`config.mk`:
```
export PLATFORM = sky130hd
export DESIGN_NAME = mux4to1_case_flat
export DESIGN_NICKNAME = d
export VERILOG_FILES = /design/src/rtl/mux4to1_case_if.sv /design/src/rtl/mux4to1_case.sv /design/src/flat_wrapper.sv
export SDC_FILE = /design/constraint.sdc
export NUM_CORES = 1
export LEC_CHECK = 0
export ABC_AREA = 1
export ABC_CLOCK_PERIOD_IN_PS = 1200
export CORE_MARGIN = 1.5
export CORE_UTILIZATION = 53
export DETAILED_ROUTE_END_ITERATION = 6
export DONT_BUFFER_PORTS = 1
export HOLD_SLACK_MARGIN = 0.08
export PLACE_DENSITY = 0.82
export SYNTH_ARGS = -nofsm -noshare
export SYNTH_HDL_FRONTEND = slang
export SYNTH_SLANG_ARGS = --single-unit
```
`constraint.sdc`:
```
create_clock -name clk -period 1.2 [get_ports clk]
set_input_delay 0.18 -clock clk [delete_from_list [all_inputs] [get_ports clk]]
set_output_delay 0.18 -clock clk [all_outputs]
set_load 0.01 [all_outputs]
```
`src/rtl/mux4to1_case_if.sv`:
```
// Bundle of the mux data, select and observation signals. clk and rst stay
// plain module ports. The master side (the sources and the consumer) drives
// a..d and s; the slave side (the mux) drives every result. There is no
// valid/ready handshake: the inputs are sampled on every rising clk edge, and
// out follows them combinationally at all times.
// Optional feature macro: MUX4_PARITY_EN (adds out_par).
interface mux4to1_case_if #(
    parameter int WIDTH = 4,
    parameter int CNT_W = 8
);
    logic [WIDTH-1:0] a;
    logic [WIDTH-1:0] b;
    logic [WIDTH-1:0] c;
    logic [WIDTH-1:0] d;
    logic [1:0]       s;
    logic [WIDTH-1:0] out;
    logic [WIDTH-1:0] out_q;
    logic [1:0]       sel_q;
    logic [CNT_W-1:0] sel_chg_cnt;
`ifdef MUX4_PARITY_EN
    logic             out_par;

    modport master (
        output a, b, c, d, s,
        input  out, out_q, sel_q, sel_chg_cnt, out_par
    );
    modport slave (
        input  a, b, c, d, s,
        output out, out_q, sel_q, sel_chg_cnt, out_par
    );
`else
    modport master (
        output a, b, c, d, s,
        input  out, out_q, sel_q, sel_chg_cnt
    );
    modport slave (
        input  a, b, c, d, s,
        output out, out_q, sel_q, sel_chg_cnt
    );
`endif
endinterface

```
`src/rtl/mux4to1_case.sv`:
```
// 4:1 WIDTH-bit case-decoded multiplexer. It has a zero-latency
// combinational output, a registered copy of that output, a registered copy
// of the select code, and a saturating counter of select changes.
// Optional feature macro: MUX4_PARITY_EN. When it is defined, the block adds
// the registered parity output out_par.
// The design has no FSM. Its whole observable state is on the bus:
// out_q, sel_q, sel_chg_cnt (and out_par when enabled).
module mux4to1_case #(
    parameter int WIDTH = 4,
    parameter int CNT_W = 8
) (
    input logic           clk,
    input logic           rst,
    mux4to1_case_if.slave bus
);

    logic [WIDTH-1:0] mux_d;
    logic [WIDTH-1:0] out_q;
    logic [1:0]       sel_q;
    logic [CNT_W-1:0] cnt_q;
    logic [CNT_W-1:0] cnt_d;

    // Case decode of the select code. Any unknown select bit falls through to
    // the default branch, so out is all zeros and no storage is implied.
    always_comb begin
        mux_d = '0;
        case (bus.s)
            2'b00:   mux_d = bus.a;
            2'b01:   mux_d = bus.b;
            2'b10:   mux_d = bus.c;
            2'b11:   mux_d = bus.d;
            default: mux_d = '0;
        endcase
    end

    // Next count value: add one when s differs from the registered select,
    // and hold at the all-ones value instead of wrapping.
    always_comb begin
        cnt_d = cnt_q;
        if ((bus.s != sel_q) && (cnt_q != {CNT_W{1'b1}})) begin
            cnt_d = cnt_q + 1'b1;
        end
    end

    // Registered path. Reset takes priority over every other update.
    always_ff @(posedge clk) begin
        if (rst) begin
            out_q <= '0;
            sel_q <= 2'b00;
            cnt_q <= '0;
        end else begin
            out_q <= mux_d;
            sel_q <= bus.s;
            cnt_q <= cnt_d;
        end
    end

`ifdef MUX4_PARITY_EN
    logic par_q;

    // Parity of the selected word. It is captured on the same edge as out_q,
    // so it has the same one-cycle latency.
    always_ff @(posedge clk) begin
        if (rst) begin
            par_q <= 1'b0;
        end else begin
            par_q <= ^mux_d;
        end
    end

    assign bus.out_par = par_q;
`endif

    assign bus.out         = mux_d;
    assign bus.out_q       = out_q;
    assign bus.sel_q       = sel_q;
    assign bus.sel_chg_cnt = cnt_q;

endmodule

```
`src/flat_wrapper.sv`:
```
// flat-port wrapper written by rule: the top's interface ports become plain ports
module mux4to1_case_flat 
#(
    parameter int WIDTH = 4,
    parameter int CNT_W = 8
)
  (clk, rst, bus_a, bus_b, bus_c, bus_d, bus_s, bus_out, bus_out_q, bus_sel_q, bus_sel_chg_cnt);
  mux4to1_case_if #(.WIDTH(WIDTH), .CNT_W(CNT_W)) bus_i ();
  input logic clk;
  input logic rst;
  input wire logic [$bits(bus_i.a)-1:0] bus_a;
  input wire logic [$bits(bus_i.b)-1:0] bus_b;
  input wire logic [$bits(bus_i.c)-1:0] bus_c;
  input wire logic [$bits(bus_i.d)-1:0] bus_d;
  input wire logic [$bits(bus_i.s)-1:0] bus_s;
  output wire logic [$bits(bus_i.out)-1:0] bus_out;
  output wire logic [$bits(bus_i.out_q)-1:0] bus_out_q;
  output wire logic [$bits(bus_i.sel_q)-1:0] bus_sel_q;
  output wire logic [$bits(bus_i.sel_chg_cnt)-1:0] bus_sel_chg_cnt;
  assign bus_i.a = bus_a;
  assign bus_i.b = bus_b;
  assign bus_i.c = bus_c;
  assign bus_i.d = bus_d;
  assign bus_i.s = bus_s;
  assign bus_out = bus_i.out;
  assign bus_out_q = bus_i.out_q;
  assign bus_sel_q = bus_i.sel_q;
  assign bus_sel_chg_cnt = bus_i.sel_chg_cnt;
  mux4to1_case #(.WIDTH(WIDTH), .CNT_W(CNT_W)) u_core (.clk(clk), .rst(rst), .bus(bus_i));
endmodule
```
* After elaboration in Yosys (flattened, before gate mapping)
Cells that the tools add are included.
Storage, ports and cells: flip-flop bits (word level) 14, latch bits 0, RAM bits 0, memory bits (read-only) 0, bits of input ports 20, memories kept 0
Operators by class: add/subtract/negate cells 1, $mul 0, divide/modulo/power cells 0, order comparisons 0, eq/ne operators 5, shift operators 0, multiplexer cells 1, bitwise gates (word level) 0, reductions and logical operators 2
Operators with widths (number):
- 4-bit one-hot mux with 4 select lines | 1
- 8-bit by 1-bit adder with 8-bit output, second input constant | 1
- 8-bit != test, second input constant | 1
- 2-bit == test, second input constant | 2
- 2-bit by 1-bit == test with 1-bit output, second input constant | 1
- 2-bit logical NOT | 1
- 2-bit != test | 1
- 1-bit logical AND | 1

* Logic depth before layout (Yosys ltp)
Gate-level depths: netlist of run 1.
word-level depth 2, gate-level depth with buffers 8, depth with buffers taken out 8

* Worst setup path before layout of run 1
Ideal clock, no wire load.
kind register to register, start point reg u_core.cnt_q[0] (netlist: u_core.bus.sel_chg_cnt[0]), end point reg u_core.cnt_q[5] (netlist: u_core.bus.sel_chg_cnt[5]), setup time 67 ps, arrival time 1212 ps, required time 1133 ps, slack -79 ps, stages on the path, launching flop included 8, buffers on the path 0, clock period less this slack 1279 ps, cell sequence dfxtp_1 > ha_1 > nand2_2 > nor2_2 > nand3_2 > nand2_2 > nand2_1 > a21oi_2
On the way: word-level cells in the longest chain between the ends 2
RTL lines:
- from (decl) | RTL line mux4to1_case.sv:20 | logic [CNT_W-1:0] cnt_q;
- from (signal assigned) | RTL line mux4to1_case.sv:54 | cnt_q <= cnt_d;
- parallel branches: the longest is 2 deep, another holds 8-bit by 1-bit adder with 8-bit output
Parallel ways; which one is timed is not known. A chain may end at the register's enable or synchronous reset.

* Worst setup path in the final report of run 1
start point reg u_core.cnt_q[0] (netlist: u_core.bus.sel_chg_cnt[0]), end point reg u_core.cnt_q[3] (netlist: u_core.bus.sel_chg_cnt[3])
The elaborated chain is that of the path after synthesis.

==> flow_summary.toml, run 1 <==
[timing]
slew_headroom = 0.7985
setup_viol = 0
fin_crit_sh = 0.9803
max_freq_mhz = 850.1
drv_slew = 0
tightestPinTransition_ns = 0.3012
skew_ns = 0.002840
rsz0062_at_grt = "true"
finalCriticalPeriod_ns = 1.176
whs_ns = 0.1084
finalHoldViolCount = 0

[global_routing]
grt_pass1_vias = 789
track_usage = 0.2511
antenna_found_initial = 0
overflow = 0
grt_pass1_wl_um = 3332
grt_max_degree = 13

[layout]
drive_gt1_frac = 0.2519
nNetsFinal = 158
diodes = 0
mostFrequentLayoutCells = "32 x nand2_1, 18 x nand3_1, 11 x nor2_1"
fin_area_um2 = 977.2
fill_cells = 113
utilization = 0.7238
fin_cells = 150
area_growth_syn_to_layout_pct = 22.41
layout_commonest_cell = "nand2_1"

[detailed_routing]
firstDrtPassIters = 4
dr_wl_met3_um = 117
viasPerCell = 5.873
first_iter_violations = 19
top_layer = "met4"
ant_nets = 0
vias = 881
met2WireLength_um = 1072
finalWirelength_um = 2022
met1_length_um = 766
route.detailed.drc = 0
routedWlPerCell_um = 13.48

[synth]
syn_area_per_cell_um2 = 6.490
synth_top_area_cell = "dfxtp_1"
synth_area_leaders = "dfxtp_1 35%, nand2_1 16%, nand3_1 12%"
synth_cells = 123
synth.ff_latch_count = 14
synth_warnings = 0
synthesis.nets = 144
ys_seq_area_frac = 0.3511
netlist_area_um2 = 798.3
synth.distinct_cells = 21
yosys.area.top_type_share = 0.3511

[die]
io_pins = 38
fp.dieArea_um2 = 1748
initial_core_util = 0.5913
die_x_um = 41.81
die_h_um = 41.81
rows = 13
core-area_um2 = 1350

[power]
switching_share = 0.2832
intPower_mw = 0.6799
finalPower_mw = 0.9485
p_leak_nw = 0.4374
max-vdd-ir-drop_mv = 0.7217
p_comb_frac = 0.187
powerDensity_nw_per_um2 = 970.6
power_switching_mw = 0.2686
p_seq_frac = 0.543
power_frac_clock = 0.270

[setup_path]
cp_data_required_time_ns = 1.41
reg2reg_slack_ns = 0.02
crit_type = "reg -> reg"
start_kind = "flip-flop"
worstSetupEndpointType = "flip-flop"
path_max_fanout = 5
arrival_ns = 1.38

[cts]
clk_latency_ns = 0.28
clk_pin_slew_ns = 0.08
cts_tree = "done"
cts_num_sinks = 14
clockBufferDepth = 2
cts_root_buf = "clkbuf_4"
cts_max_level = 1
cts_buffers = 3
post_cts_buffers = 0

[placed_design]
place_inst = 145
gp_congestion = 0.9405
place_area_um2 = 878.3
io_buffer_count = 0
dp_hpwl_um = 1455

[job]
drv_cap = 0

[run_status]
outcome = "completed"

[hold_path]
min_path_type = "in -> reg"
power groups by stage:
stage | registers, mW | logic, mW | clock network (mW)
3_5_place_dp | 0.523 | 0.156 | 0
2_1_floorplan | 0.534 | 0.112 | 0
5_1_grt | 0.519 | 0.199 | 0.290
4_1_cts | 0.516 | 0.169 | 0.261
6_report | 0.515 | 0.177 | 0.256
3_3_place_gp | 0.522 | 0.151 | 0
flip-flops by register name, indices dropped and copies added (netlist names):
signal                  cells
u_core.bus.sel_chg_cnt      8
u_core.bus.out_q            4
u_core.bus.sel_q            2
synth_stat cells, drive strengths merged:
master and n:
nand4 4, clkbuf 1, a31oi 1, ha 1, xor2 1, dfxtp 14, nand2 37, buf 2
nor2 14, a21oi 5, inv 13, nand3 20, o21ai 4, and2 3, nor3 2, xnor2 1
layer usage:
metal / GRT usage / up-vias
met4: 0.1613 / 0
met1: 0.2500 / 412
met2: 0.4719 / 36
met3: 0.03913 / 7
met5: 0 / -
li1: - / 426
through the flow:
step / worst slack (ns) / setup TNS [ns]
2_1_floorplan: 0.01013 / 0
3_3_place_gp: 0.04337 / 0
3_5_place_dp: -0.0009249 / -0.0009249
4_1_cts: 0.02658 / 0
5_1_grt: -0.05552 / -0.2517
6_report: 0.02370 / 0
cell type report:
class                      instances  area, um^2  share of cell area
multi-input combinational         93       504.2              0.5160
timing repair buffer              12       95.09             0.09731
clock buffer                       3       22.52             0.02305
inverter                          13       48.80             0.04994
tap                               15       18.77             0.01921
sequential                        14       287.8              0.2945
what timing repair did:
action,4_1_cts,5_1_grt
pin swaps,0,5
setup endpoints to repair,5,8
hold buffers,2,0
resized for setup,1,15
gates cloned,0,0
hold endpoints to repair,7,0
path summary, 6_finish.rpt:
kind,start,endpoint,cells after the start
worst min-delay path,bus_s[0],u_core.bus.sel_q[0],2
worst max-delay path,u_core.bus.sel_chg_cnt[0],u_core.bus.sel_chg_cnt[3],7
worst max register to register,u_core.bus.sel_chg_cnt[0],u_core.bus.sel_chg_cnt[3],7
worst min register to register,u_core.bus.sel_chg_cnt[5],u_core.bus.sel_chg_cnt[5],2
cells by family (layout without fill, tap and decap cells):
| kind of cell | Yosys count | in the layout | synth area share |
|---|---|---|---|
| AND/OR/NAND/NOR | 80 | 80 | 0.4577 |
| buffers and inverters | 16 | 28 | 0.08463 |
| flip-flops | 14 | 14 | 0.3511 |
| AO/OA/AOI/OAI | 10 | 10 | 0.06897 |
| XOR/XNOR | 2 | 2 | 0.02195 |
| adder cells (fa/ha/maj) | 1 | 1 | 0.01567 |
critical path: stages, from the launching register on:
cell,delay (ns)
dfxtp_2,0.36
ha_4,0.17
nand2_4,0.07
nor2_4,0.14
nand3_4,0.10
nand2_4,0.09
nand2_1,0.05
a21oi_1,0.12
No activity file was read; power rests on OpenSTA's default activity.
==> run 2, diff against run 1 <==
--- a/config.mk
+++ b/config.mk
@@ -13,6 +13,7 @@
 export DONT_BUFFER_PORTS = 1
 export HOLD_SLACK_MARGIN = 0.08
 export PLACE_DENSITY = 0.82
+export SLEW_MARGIN = 20
 export SYNTH_ARGS = -nofsm -noshare
 export SYNTH_HDL_FRONTEND = slang
 export SYNTH_SLANG_ARGS = --single-unit
==> results of run 2 <==
Final layout, timing and power as in run 1 (identical DEF).
